$ cat src/rtl/stream_mux_pkg.sv
// Shared types and default sizes for the round-robin stream multiplexer.
package stream_mux_pkg;

   typedef enum logic {
      MODE_FIXED = 1'b0,
      MODE_RR    = 1'b1
   } mux_mode_e;

   localparam int NCH_DEF = 8;
   localparam int W_DEF   = 8;

endpackage

$ cat src/rtl/rr_arbiter.sv
// Combinational round-robin arbiter: first requester at or after ptr, wrapping mod NCH.
// Zero latency; the caller owns the pointer register and any backpressure gating.
module rr_arbiter #(
   parameter  int NCH  = 8,
   localparam int SELW = $clog2(NCH)
) (
   input  logic [NCH-1:0]  req,
   input  logic [SELW-1:0] ptr,
   output logic [NCH-1:0]  grant_oh,
   output logic [SELW-1:0] grant_idx,
   output logic            any
);

   int unsigned     sum;
   logic [SELW-1:0] pos;

   always_comb begin
      grant_oh  = '0;
      grant_idx = '0;
      any       = 1'b0;
      sum       = 0;
      pos       = '0;
      for (int k = 0; k < NCH; k++) begin
         // ptr is always < NCH, so a single subtraction performs the wrap.
         sum = int'(ptr) + k;
         if (sum >= NCH) sum = sum - NCH;
         pos = SELW'(sum);
         if (!any && req[pos]) begin
            any           = 1'b1;
            grant_oh[pos] = 1'b1;
            grant_idx     = pos;
         end
      end
   end

endmodule

$ cat src/rtl/stream_mux_rr.sv
// N-channel word mux, fixed-select or round-robin, registered output: 1-cycle latency, in_ready=0 while a beat is held.
// STREAM_MUX_LAST_LOCK_EN adds in_last/out_last and holds the RR grant until a packet's last beat.
module stream_mux_rr
   import stream_mux_pkg::*;
#(
   parameter  int NCH  = NCH_DEF,
   parameter  int W    = W_DEF,
   localparam int SELW = $clog2(NCH)
) (
   input  logic             clk,
   input  logic             rst,
   input  logic [NCH*W-1:0] in_data,
   input  logic [NCH-1:0]   in_valid,
   output logic [NCH-1:0]   in_ready,
`ifdef STREAM_MUX_LAST_LOCK_EN
   input  logic [NCH-1:0]   in_last,
   output logic             out_last,
`endif
   input  logic             mode,
   input  logic [SELW-1:0]  sel,
   output logic [W-1:0]     out_data,
   output logic [SELW-1:0]  out_ch,
   output logic             out_valid,
   input  logic             out_ready
);

   mux_mode_e       mode_e;
   logic            load;
   logic            push;
   logic [SELW-1:0] rr_ptr;
   logic [NCH-1:0]  rr_req;
   logic [NCH-1:0]  arb_oh;
   logic [SELW-1:0] arb_idx;
   logic            arb_any;
   logic [NCH-1:0]  fix_oh;
   logic [NCH-1:0]  gnt_oh;
   logic [SELW-1:0] gnt_idx;
   logic            gnt_vld;
   logic [W-1:0]    gnt_word;
   logic [SELW-1:0] next_ptr;
`ifdef STREAM_MUX_LAST_LOCK_EN
   logic            lock_vld;
   logic [SELW-1:0] lock_ch;
   logic            gnt_last;
`endif

   assign mode_e = mux_mode_e'(mode);
   assign load   = !out_valid || out_ready;

   always_comb begin
      rr_req = in_valid;
`ifdef STREAM_MUX_LAST_LOCK_EN
      // A locked channel stalls the output rather than yielding to others.
      if (lock_vld) rr_req = in_valid & (NCH'(1) << lock_ch);
`endif
   end

   rr_arbiter #(.NCH(NCH)) u_arb (
      .req       (rr_req),
      .ptr       (rr_ptr),
      .grant_oh  (arb_oh),
      .grant_idx (arb_idx),
      .any       (arb_any)
   );

   always_comb begin
      fix_oh = '0;
      for (int i = 0; i < NCH; i++) begin
         if (sel == SELW'(i)) fix_oh[i] = in_valid[i];
      end
      if (mode_e == MODE_RR) begin
         gnt_oh  = arb_oh;
         gnt_idx = arb_idx;
         gnt_vld = arb_any;
      end else begin
         gnt_oh  = fix_oh;
         gnt_idx = sel;
         gnt_vld = |fix_oh;
      end
   end

   always_comb begin
      gnt_word = '0;
`ifdef STREAM_MUX_LAST_LOCK_EN
      gnt_last = 1'b0;
`endif
      for (int i = 0; i < NCH; i++) begin
         if (gnt_idx == SELW'(i)) begin
            gnt_word = in_data[i*W +: W];
`ifdef STREAM_MUX_LAST_LOCK_EN
            gnt_last = in_last[i];
`endif
         end
      end
   end

   // No handshake may complete while reset is asserted.
   assign push     = load && gnt_vld && !rst;
   assign in_ready = push ? gnt_oh : '0;
   assign next_ptr = (gnt_idx == SELW'(NCH - 1)) ? '0 : gnt_idx + SELW'(1);

   always_ff @(posedge clk) begin
      if (rst) begin
         out_data  <= '0;
         out_ch    <= '0;
         out_valid <= 1'b0;
         rr_ptr    <= '0;
`ifdef STREAM_MUX_LAST_LOCK_EN
         out_last  <= 1'b0;
         lock_vld  <= 1'b0;
         lock_ch   <= '0;
`endif
      end else if (push) begin
         out_data  <= gnt_word;
         out_ch    <= gnt_idx;
         out_valid <= 1'b1;
`ifdef STREAM_MUX_LAST_LOCK_EN
         out_last  <= gnt_last;
`endif
         if (mode_e == MODE_RR) begin
            rr_ptr <= next_ptr;
`ifdef STREAM_MUX_LAST_LOCK_EN
            lock_vld <= !gnt_last;
            lock_ch  <= gnt_idx;
`endif
         end
      end else if (out_ready) begin
         out_valid <= 1'b0;
      end
   end

endmodule

$ cat config.mk
export PLATFORM = sky130hd
export DESIGN_NAME = stream_mux_rr
export DESIGN_NICKNAME = d
export VERILOG_FILES = /design/src/rtl/stream_mux_pkg.sv /design/src/rtl/rr_arbiter.sv /design/src/rtl/stream_mux_rr.sv
export SDC_FILE = /design/constraint.sdc
export NUM_CORES = 1
export LEC_CHECK = 0
export BUFFER_PORTS_ARGS = -buffer_cell sky130_fd_sc_hd__buf_2
export CORE_UTILIZATION = 45
export CTS_CLUSTER_SIZE = 8
export DETAILED_ROUTE_END_ITERATION = 10
export GPL_ROUTABILITY_DRIVEN = 0
export PLACE_DENSITY = 0.73
export SYNTH_ARGS = -nofsm -noshare
export SYNTH_HDL_FRONTEND = slang
export SYNTH_SLANG_ARGS = --single-unit
$ cat constraint.sdc
create_clock -name clk -period 6.5 [get_ports clk]
set_clock_uncertainty 0.05 [all_clocks]
set_input_delay 1.3 -clock clk [delete_from_list [all_inputs] [get_ports clk]]
set_output_delay 1.3 -clock clk [all_outputs]
set_load 0.005 [all_outputs]
# After elaboration in Yosys (flattened, before gate mapping)
# Cells that the tools add are included.
# classes
n_reduce_logical	32
n_eq_ne	14
n_bitwise	7
n_lt_le_gt_ge	24
add_sub_neg	16
n_mux	87
# op_table
op	count
two-way mux 8 bit	18
OR 8 bit	7
two-way mux 3 bit	18
two-way mux 1 bit	35
less-than comparator 3 x 4 -> 1 bit, second input constant	8
>= comparator 4 bit, second input constant	7
binary-select mux 1 bit (select 3 bit)	8
demux 1 bit (select 3 bit)	8
equality test 3 bit, second input constant	8
>= comparator 3 x 1 -> 1 bit, second input constant	8
subtractor 3 x 1 -> 3 bit, second input constant	8
logical AND 1 bit	17
adder 3 x 3 -> 4 bit, second input constant	4
equality test 3 x 2 -> 1 bit, second input constant	4
zero test 1 bit	9
adder 3 x 2 -> 4 bit, second input constant	2
OR reduction 8 bit	1
equality test 3 x 1 -> 1 bit, second input constant	2
zero test 3 bit	2
adder 3 x 1 -> 4 bit, second input constant	1
>= comparator 3 x 4 -> 1 bit, second input constant	1
adder 3 x 1 -> 3 bit, second input constant	1
AND reduction 2 bit	1
nonzero test 2 bit	1
logical OR 1 bit	1
# word_totals
output_inout_bits	20
word_cells	184
ff_bits	15
in_bits	79

# Depth between registers and ports, before layout
# Gate-level depths: netlist of run 1.
# logic_depth
depth_word	36
mapped_depth	24
mapped_depth_nobuf	21

# Modules after synthesis
# From an unflattened synthesis of run 1, not the netlist that was laid out.
# hier_totals
hier_cells	355
area_unflattened_um2	2910.3
# by_module_without_submodules
mod	area_per_inst_um2	instances	seq_area_each_um2	cells_per_inst
stream_mux_rr	1637.8	1	300.3	216
rr_arbiter	1272.5	1	0.0	139

# Worst setup path after synthesis of run 1
# No wires, ideal clock.
# synth_path
path_type	in2reg
startpoint	input in_valid[2]
endpoint	register out_data[7]
cell_stages	17
setup_slack_ns	1.907
arrival_ns	4.467
path_cell_list	mux2i_1 -> mux2_4 -> a221oi_4 -> nor3_1 -> a211o_1 -> o32a_1 -> mux2i_1 -> inv_1 -> ha_1 -> inv_1 -> clkbuf_1 -> and3_1 -> a21oi_1 -> nor2_1 -> a21oi_1 -> or3_1 -> a41oi_2
# synth_between
elab_chain_len	34
elab_cells_between_ends	68
cone_classes	7 x eq/ne; 43 x mux; 18 x reduce/logical
# synth_rtl
item	line	rtl
start, declared	stream_mux_rr.sv:13	input logic [NCH-1:0] in_valid,
binary-select mux 1 bit (select 3 bit)	rr_arbiter.sv:28	if (!any && req[pos]) begin
two-way mux 1 bit (implied by the code)	rr_arbiter.sv:28	
two-way mux 1 bit	rr_arbiter.sv:28	
zero test 1 bit	rr_arbiter.sv:28	
logical AND 1 bit	rr_arbiter.sv:28	
two-way mux 1 bit	rr_arbiter.sv:28	
zero test 1 bit	rr_arbiter.sv:28	
logical AND 1 bit	rr_arbiter.sv:28	
(+13 left out)	--	
zero test 1 bit	rr_arbiter.sv:28	
logical AND 1 bit	rr_arbiter.sv:28	
two-way mux 3 bit *	rr_arbiter.sv:28	
two-way mux 3 bit *	stream_mux_rr.sv:71	if (mode_e == MODE_RR) begin
named net gnt_idx[0]	stream_mux_rr.sv:37	logic [SELW-1:0] gnt_idx;
zero test 3 bit	stream_mux_rr.sv:88	if (gnt_idx == SELW'(i)) begin
two-way mux 8 bit (7 in a row)	stream_mux_rr.sv:88	
two-way mux 8 bit *	stream_mux_rr.sv:88	
end signal, assigned	stream_mux_rr.sv:114	out_data <= gnt_word;
end, declared	stream_mux_rr.sv:21	output logic [W-1:0] out_data,
# Mark *: on every way through the listed nets, which the timed path passes. The rest lies on a longest branch. The select of a mux whose other input is x is not followed.
# A chain may end at the register's enable or synchronous reset.

# Worst setup path after layout of run 1
# layout_path
startpoint	register rr_ptr[1]
endpoint	register out_data[1]
# layout_between
elab_chain_len	36
elab_cells_between_ends	97
cone_classes	15 x add/sub; 8 x order compare; 7 x eq/ne; 50 x mux; 17 x reduce/logical
# layout_rtl
item	line	rtl
start, declared	stream_mux_rr.sv:30	logic [SELW-1:0] rr_ptr;
start signal, assigned	stream_mux_rr.sv:121	rr_ptr <= next_ptr;
branches (longest 25 deep; another with adder 3 x 1 -> 4 bit)	--	
two-way mux 3 bit *	rr_arbiter.sv:28	
two-way mux 3 bit *	stream_mux_rr.sv:71	
named net gnt_idx[0]	stream_mux_rr.sv:37	
zero test 3 bit	stream_mux_rr.sv:88	
two-way mux 8 bit (7 in a row)	stream_mux_rr.sv:88	
two-way mux 8 bit *	stream_mux_rr.sv:88	
# Mark *: on every way through the listed nets, which the timed path passes. The select of a mux whose other input is x is not followed.

==> results.sh, run 1 <==
export IMPL_status="finished clean"
export IMPL_maxSlewViolCount=0
export IMPL_wire_per_inst_um=17.3
export IMPL_finalHoldViolations=0
export IMPL_fin_crit_sh=0.891
export IMPL_critPathMaxFanout=23
export IMPL_fin_crit_ns=5.79
export IMPL_cts_tree="done"
export IMPL_cap_violations=0
export IMPL_vias=3376
export IMPL_cts_num_sinks=15
export IMPL_cts_root_buf="clkbuf_8"
export IMPL_clock_latency_ns=0.25
export IMPL_setup_violations_final=0
export IMPL_p_leak_uw=0.00151
export IMPL_vias_per_cell=6.24
export IMPL_cts_max_path_buffers=2
export IMPL_fp_dieH_um=82.3
export IMPL_rsz0062_at_grt="false"
export IMPL_crit_slowest_cell="ha_1"
export IMPL_crit_type="reg -> reg"
export IMPL_ff2ff_setup_slack_ns=0.71
export IMPL_syn2layout_area_growth_pct=17.9
export IMPL_vdd_ir_drop_max_uv=135
export IMPL_synth_top_cell_by_area="mux2i_1"
export IMPL_grt_max_degree=30
export IMPL_routed_wirelength_mm=9.35
export IMPL_n_antenna_cell=0
export IMPL_async_flop_share=0
export IMPL_cp_cell_sequence="buf_4, inv_1, ha_1, mux2i_1, mux2_4, a221oi_4, nor3_1, a211o_1, o32a_1, mux2i_1, inv_1, ha_1, buf_4, ha_1, nand2_1, nor2_1, a21oi_1, o21ai_0, mux2i_1, o21ai_0, mux2i_1, o21ai_0"
export IMPL_tightest_slew_ns=0.855
export IMPL_portBuffers=98
export IMPL_synth_top_flop_cell="dfxtp_1"
export IMPL_cts_buffers=3
export IMPL_required_ns=6.58
export IMPL_fill_cells=583
export IMPL_grt_overflow=0
export IMPL_tns_ns=0
export IMPL_critical_path_arrival_ns=5.87
export IMPL_grt_pass1_vias=2976
export IMPL_post_cts_setup_buffers=0
export IMPL_hold_path_class="reg -> reg"
export IMPL_synth_seq_cells=15
export IMPL_start_util=0.479
export IMPL_slew_headroom=0.422
export IMPL_total_power_uw=955
export IMPL_hpwl_mm=7.32
export IMPL_holdPathStages=2
export IMPL_ys_warnings_count=0
export IMPL_synth_area_leaders="mux2i_1 (13%), dfxtp_1 (10%), a21oi_1 (6.4%)"
export IMPL_synthCells=385
export IMPL_synth_top_cell_area_share=0.128
export IMPL_synth_seq_area_share=0.104
export IMPL_rr_worst_depth=22
export IMPL_clk_pin_slew_ns=0.06
export IMPL_cts_hold_buf=0
export IMPL_cp_slowest_stage_delay_ns=0.81
export IMPL_p_per_area_mw_per_mm2=279
export IMPL_holdWs_ns=0.452
export IMPL_grt_usage=0.279
export IMPL_start_kind="flip-flop"
export IMPL_grt_pass1_wl_mm=14.6
export IMPL_htree_levels=1
export IMPL_ios=99
export IMPL_synthesis_area_mm2=0.00290
export IMPL_synth_edf_count=0
export IMPL_antenna_found_initial=0
export IMPL_rows=28
export IMPL_fmax_mhz=173
export IMPL_syn_num_nets=475
export IMPL_drcViolationCount=0
export IMPL_die_x_um=82.3
export IMPL_die_area_mm2=0.00677
export IMPL_endpoint_kind="flip-flop"
export IMPL_cpMostUsedCell="mux2i_1"
export IMPL_antenna_left=0
export IMPL_cts_resized=0
export IMPL_drive_gt1_frac=0.298
export IMPL_core_mm2=0.00606
export IMPL_nNetsFinal=557
export IMPL_yosysUniqueCellTypes=70
export IMPL_drt_first_pass_iters=5
export IMPL_first_iter_violations=317
export IMPL_avgSynthCellArea_um2=7.53
worst paths after layout:
check | startpoint | endpoint
max reg2reg | rr_ptr[1] | out_data[1]
min | out_data[5] | out_data[5]
max | rr_ptr[1] | out_data[1]
min reg2reg | out_data[5] | out_data[5]
cells in the final DEF, fill, tap and decap left out, types with 3 or more instances in the layout:
cell / synthesis / layout
buf_2: 4 / 98
nand2_1: 48 / 48
mux2i_1: 37 / 37
a21oi_1: 37 / 37
o21ai_0: 31 / 31
nor2_1: 25 / 25
inv_1: 19 / 19
dfxtp_1: 15 / 15
ha_1: 11 / 11
and3_1: 9 / 9
o2bb2ai_1: 9 / 9
buf_4: 1 / 9
and2_1: 7 / 7
a221oi_1: 7 / 7
mux2_2: 6 / 6
nor3_1: 6 / 6
nand3_1: 6 / 6
a211oi_1: 5 / 5
a31oi_1: 5 / 5
or3_1: 5 / 5
nor2b_1: 4 / 4
a221o_1: 4 / 4
a211o_1: 3 / 3
nand2b_1: 3 / 3
a31o_2: 3 / 3
a311oi_1: 3 / 3
a41oi_2: 3 / 3
clkbuf_8: 1 / 3
through the flow:
stage                      util  std cells  cell area, um2  setup slack, ns
after detailed placement  0.557        537            3370            0.801
after floorplan               -        385            2900             1.91
after global placement    0.557        537            3370            0.935
after CTS                 0.564        541            3420            0.778
after global routing      0.564        541            3420            0.260
final                     0.564        541            3420            0.707
critical path, delay by kind of cell (launching register included):
family                   cells  cell delay (ns)
AO/OA/AOI/OAI                7             1.51
adder cells (fa/ha/maj)      3             1.40
buffers and inverters        4             0.67
flip-flops                   1             0.31
multiplexers                 5             1.32
AND/OR/NAND/NOR              3             0.38
cell type report:
cell class              instances  area [um2]  share of cell area
clock buffers                   4        45.0              0.0132
multi-input cells             320        2350               0.686
inverters                      20        75.1              0.0220
well taps                      75        93.8              0.0274
repair buffers                107         558               0.163
flip-flops and latches         15         300              0.0878
cells in the mapped netlist (all sizes together), types with 7 or more instances:
cell type	n
and2	7
nand2	48
o21ai	31
nor2	26
mux2i	37
buf	12
dfxtp	15
mux2	8
o2bb2ai	9
nor3	7
a21oi	38
inv	20
a221oi	8
and3	9
ha	11
clkbuf	18
layer usage:
| layer | global-route usage | wire [um] |
|---|---|---|
| met5 | 0 | 0 |
| met4 | 0.0649 | 218 |
| met3 | 0.0516 | 856 |
| met2 | 0.450 | 4210 |
| met1 | 0.383 | 4060 |
kinds of logic (layout without fill, tap and decap cells):
logic type,after synthesis,count (layout),synth area share
AOI/OAI and AO/OA,134,134,0.334
xor gates and xnor gates,3,3,0.0220
adders and majority gates,11,11,0.0475
buffers and inverters,50,131,0.0871
DFF,15,15,0.104
muxes,49,49,0.194
and+or+nand+nor,123,123,0.212
flip-flops by register name, indices dropped and copies added (netlist names):
signal and count:
out_data 8, out_ch 3, rr_ptr 3, out_valid 1
power by group:
group          internal, uW  switching (uW)
Clock                  43.4            34.2
Combinational           311             441
Sequential              112            13.9
Total                   466             489
(Power assumes the default switching activity.)
==> run 2, diff against run 1 <==
PLACE_DENSITY = default   (was 0.73)
PLACE_DENSITY_LB_ADDON = 0.2   (was default)
SYNTH_HIERARCHICAL = 1   (was default)
==> run 2 against run 1 <==
- hold slack worse by 0.026 ns
- first-iteration DRC count down 7.6%
- core utilization decreased by 0.59 points
- synthesized cell count down 7.8%
- largest power group unchanged
- via count is 1.8% lower
- area after synthesis increased by 0.35%
- clock power up 2%
- critical path depth is 7 lower
==> results.sh, run 2 <==
export IMPL_core_mm2=0.00610
export IMPL_rows=28
export IMPL_grt_usage=0.267
export IMPL_clock_latency_ns=0.25
export IMPL_rr_worst_depth=16
export IMPL_critical_path_arrival_ns=5.58
export IMPL_cap_violations=0
export IMPL_grt_pass1_vias=2865
export IMPL_synth_top_flop_cell="dfxtp_1"
export IMPL_cts_hold_buf=0
export IMPL_cp_num_buf_inv=3
export IMPL_synthCells=355
export IMPL_portBuffers=98
export IMPL_n_antenna_cell=0
export IMPL_clk_pin_slew_ns=0.06
export IMPL_largest_reg_flops=8
export IMPL_routed_wirelength_mm=8.95
export IMPL_status="finished clean"
export IMPL_setup_ws_ns=1.02
export IMPL_post_cts_setup_buffers=0
export IMPL_critPathMaxFanout=18
export IMPL_fin_crit_sh=0.843
export IMPL_async_flop_share=0
export IMPL_crit_family="multiplexers"
export IMPL_drive_gt1_frac=0.296
export IMPL_drt_first_pass_iters=5
export IMPL_yosysUniqueCellTypes=65
export IMPL_vias=3314
export IMPL_cts_tree="done"
export IMPL_hpwl_mm=6.89
export IMPL_cts_num_sinks=15
export IMPL_grt_pass1_wl_mm=14.0
export IMPL_hold_path_class="reg -> reg"
export IMPL_syn_num_nets=446
export IMPL_layout_cells_non_filler=511
export IMPL_tightest_slew_ns=0.775
export IMPL_cp_slowest_stage_delay_ns=0.58
export IMPL_ys_warnings_count=6
export IMPL_ios=99
export IMPL_avgSynthCellArea_um2=8.20
export IMPL_crit_slowest_cell="mux4_1"
export IMPL_start_util=0.477
export IMPL_final_common_cell="buf_2"
export IMPL_cts_resized=0
export IMPL_cp_cell_sequence="buf_2, mux4_1, mux2i_2, nand3_2, nor4b_4, nor2_1, a32oi_1, mux2i_1, inv_1, ha_1, ha_1, clkinv_1, a31oi_1, o22ai_1, a22o_1"
export IMPL_grt_overflow=0
export IMPL_tns_ns=0
export IMPL_synth_area_leaders="dfxtp_1 (10%), mux2i_1 (8.9%), ha_1 (5.2%)"
export IMPL_finalHoldViolations=0
export IMPL_die_area_mm2=0.00679
export IMPL_start_kind="input port"
export IMPL_holdWs_ns=0.426
export IMPL_yosys_top_cells_count="mux2i_1 (26), nor2_1 (23), nand2_1 (22)"
export IMPL_required_ns=6.60
export IMPL_rsz0062_at_grt="false"
export IMPL_nNetsFinal=528
export IMPL_p_leak_uw=0.00141
export IMPL_pwr_share_seq=0.172
export IMPL_fmax_mhz=182
export IMPL_synth_seq_cells=15
export IMPL_cpMostUsedCell="ha_1"
export IMPL_preCtsSetupSlack_ns=0.902
export IMPL_vdd_ir_drop_max_uv=136
export IMPL_htree_levels=1
export IMPL_antenna_left=0
export IMPL_p_sw_frac=0.477
export IMPL_synthesis_area_mm2=0.00291
export IMPL_internal_power_uw=401
export IMPL_largest_register="out_data"
export IMPL_synth_seq_area_share=0.103
export IMPL_die_x_um=82.4
export IMPL_path_depth=15
export IMPL_antenna_found_initial=0
export IMPL_cts_buffers=3
export IMPL_p_per_area_mw_per_mm2=225
export IMPL_pwr_share_clk=0.104
export IMPL_layout_common_cells="buf_2 (98), mux2i_1 (26), nor2_1 (23), nand2_1 (22)"
export IMPL_holdPathStages=1
export IMPL_drcViolationCount=0
export IMPL_grt_max_degree=26
export IMPL_cts_max_path_buffers=2
export IMPL_maxSlewViolCount=0
export IMPL_endpoint_kind="flip-flop"
export IMPL_synth_top_cell_by_area="dfxtp_1"
export IMPL_top_regs="out_data (8), out_ch (3), rr_ptr (3)"
export IMPL_crit_type="in -> reg"
export IMPL_slew_headroom=0.483
export IMPL_cts_root_buf="clkbuf_8"
export IMPL_setup_violations_final=0
export IMPL_synth_top_cell_area_share=0.103
export IMPL_fill_cells=600
export IMPL_fin_crit_ns=5.48
export IMPL_power_switching_uw=366
export IMPL_vias_per_cell=6.49
export IMPL_yosysMostFrequentCell="mux2i_1"
export IMPL_fp_dieH_um=82.4
export IMPL_synth_edf_count=0
export IMPL_wire_per_inst_um=17.5
export IMPL_syn2layout_area_growth_pct=16.9
export IMPL_first_iter_violations=293
export IMPL_post_place_cells=507
export IMPL_combPwrFrac=0.724
## run 2: changes by cell type after synthesis, sizes merged, moves of 7 or more
cell and delta:
nand2 -25, o21ai -22, a21oi -17, nand2b +16, and3 -9, o2bb2ai -9
a22o +8, inv -8, mux2i -8, nor2b +8, nor3 +7
## run 2: worst paths after layout
check | slack [ns] | startpoint | end
max | 1.02 | in_valid[1] | out_data[4]
min reg2reg | 0.43 | out_data[7] | out_data[7]
max reg2reg | 1.08 | rr_ptr[2] | out_data[4]
min | 0.43 | out_data[7] | out_data[7]
## run 2: cell type report
cell class	count	area, um2	area share
clock inverters	1	7.51	0.00221
well taps	75	93.8	0.0276
inverters	14	52.6	0.0154
repair buffers	103	528	0.155
flip-flops and latches	15	300	0.0882
clock buffers	3	41.3	0.0121
multi-input cells	300	2380	0.699
## run 2: metal layers
metal  up-vias  share of wire  routed length (um)  GRT usage
met3        12          0.083                 739     0.0418
li1       1565              -                   -          -
met2       185           0.44                3950      0.410
met4         0          0.012                 107     0.0456
met1      1552           0.46                4150      0.391
met5         -              0                   0          0
## run 2: cells by family after synthesis
kind of cell | Yosys count | share of synthesized area
buffers and inverters | 40 | 0.0791
flip-flops | 15 | 0.103
AND/OR/NAND/NOR | 124 | 0.237
XOR/XNOR | 4 | 0.0198
multiplexers | 44 | 0.206
AO/OA/AOI/OAI | 116 | 0.303
adder cells (fa/ha/maj) | 12 | 0.0516
## run 2: power groups by stage
stage / clock, uW / combinational [uW] / sequential (uW)
2_1_floorplan: 0 / 414 / 133
3_3_place_gp: 0 / 540 / 133
3_5_place_dp: 0 / 543 / 133
4_1_cts: 81.0 / 545 / 132
5_1_grt: 86.3 / 605 / 136
6_report: 79.4 / 555 / 132
## run 2: worst reg2reg max path: stages (launching register included)
cell and delay (ns):
dfxtp_1 0.82, inv_1 0.31, ha_1 0.45, inv_1 0.18, mux2i_4 0.31, nand3_2 0.27
nor4b_4 0.49, nor2_1 0.09, a32oi_1 0.26, mux2i_1 0.19, inv_1 0.12, ha_1 0.19
ha_1 0.55, clkinv_1 0.43, a31oi_1 0.28, o22ai_1 0.11, a22o_1 0.18
## run 2: stage by stage
step	utilization	power [uW]	instance area, um2
finish	0.558	766	3400
detailed placement	0.550	676	3350
global route	0.558	827	3400
global placement	0.550	673	3350
floorplan	-	547	2910
CTS	0.558	758	3400
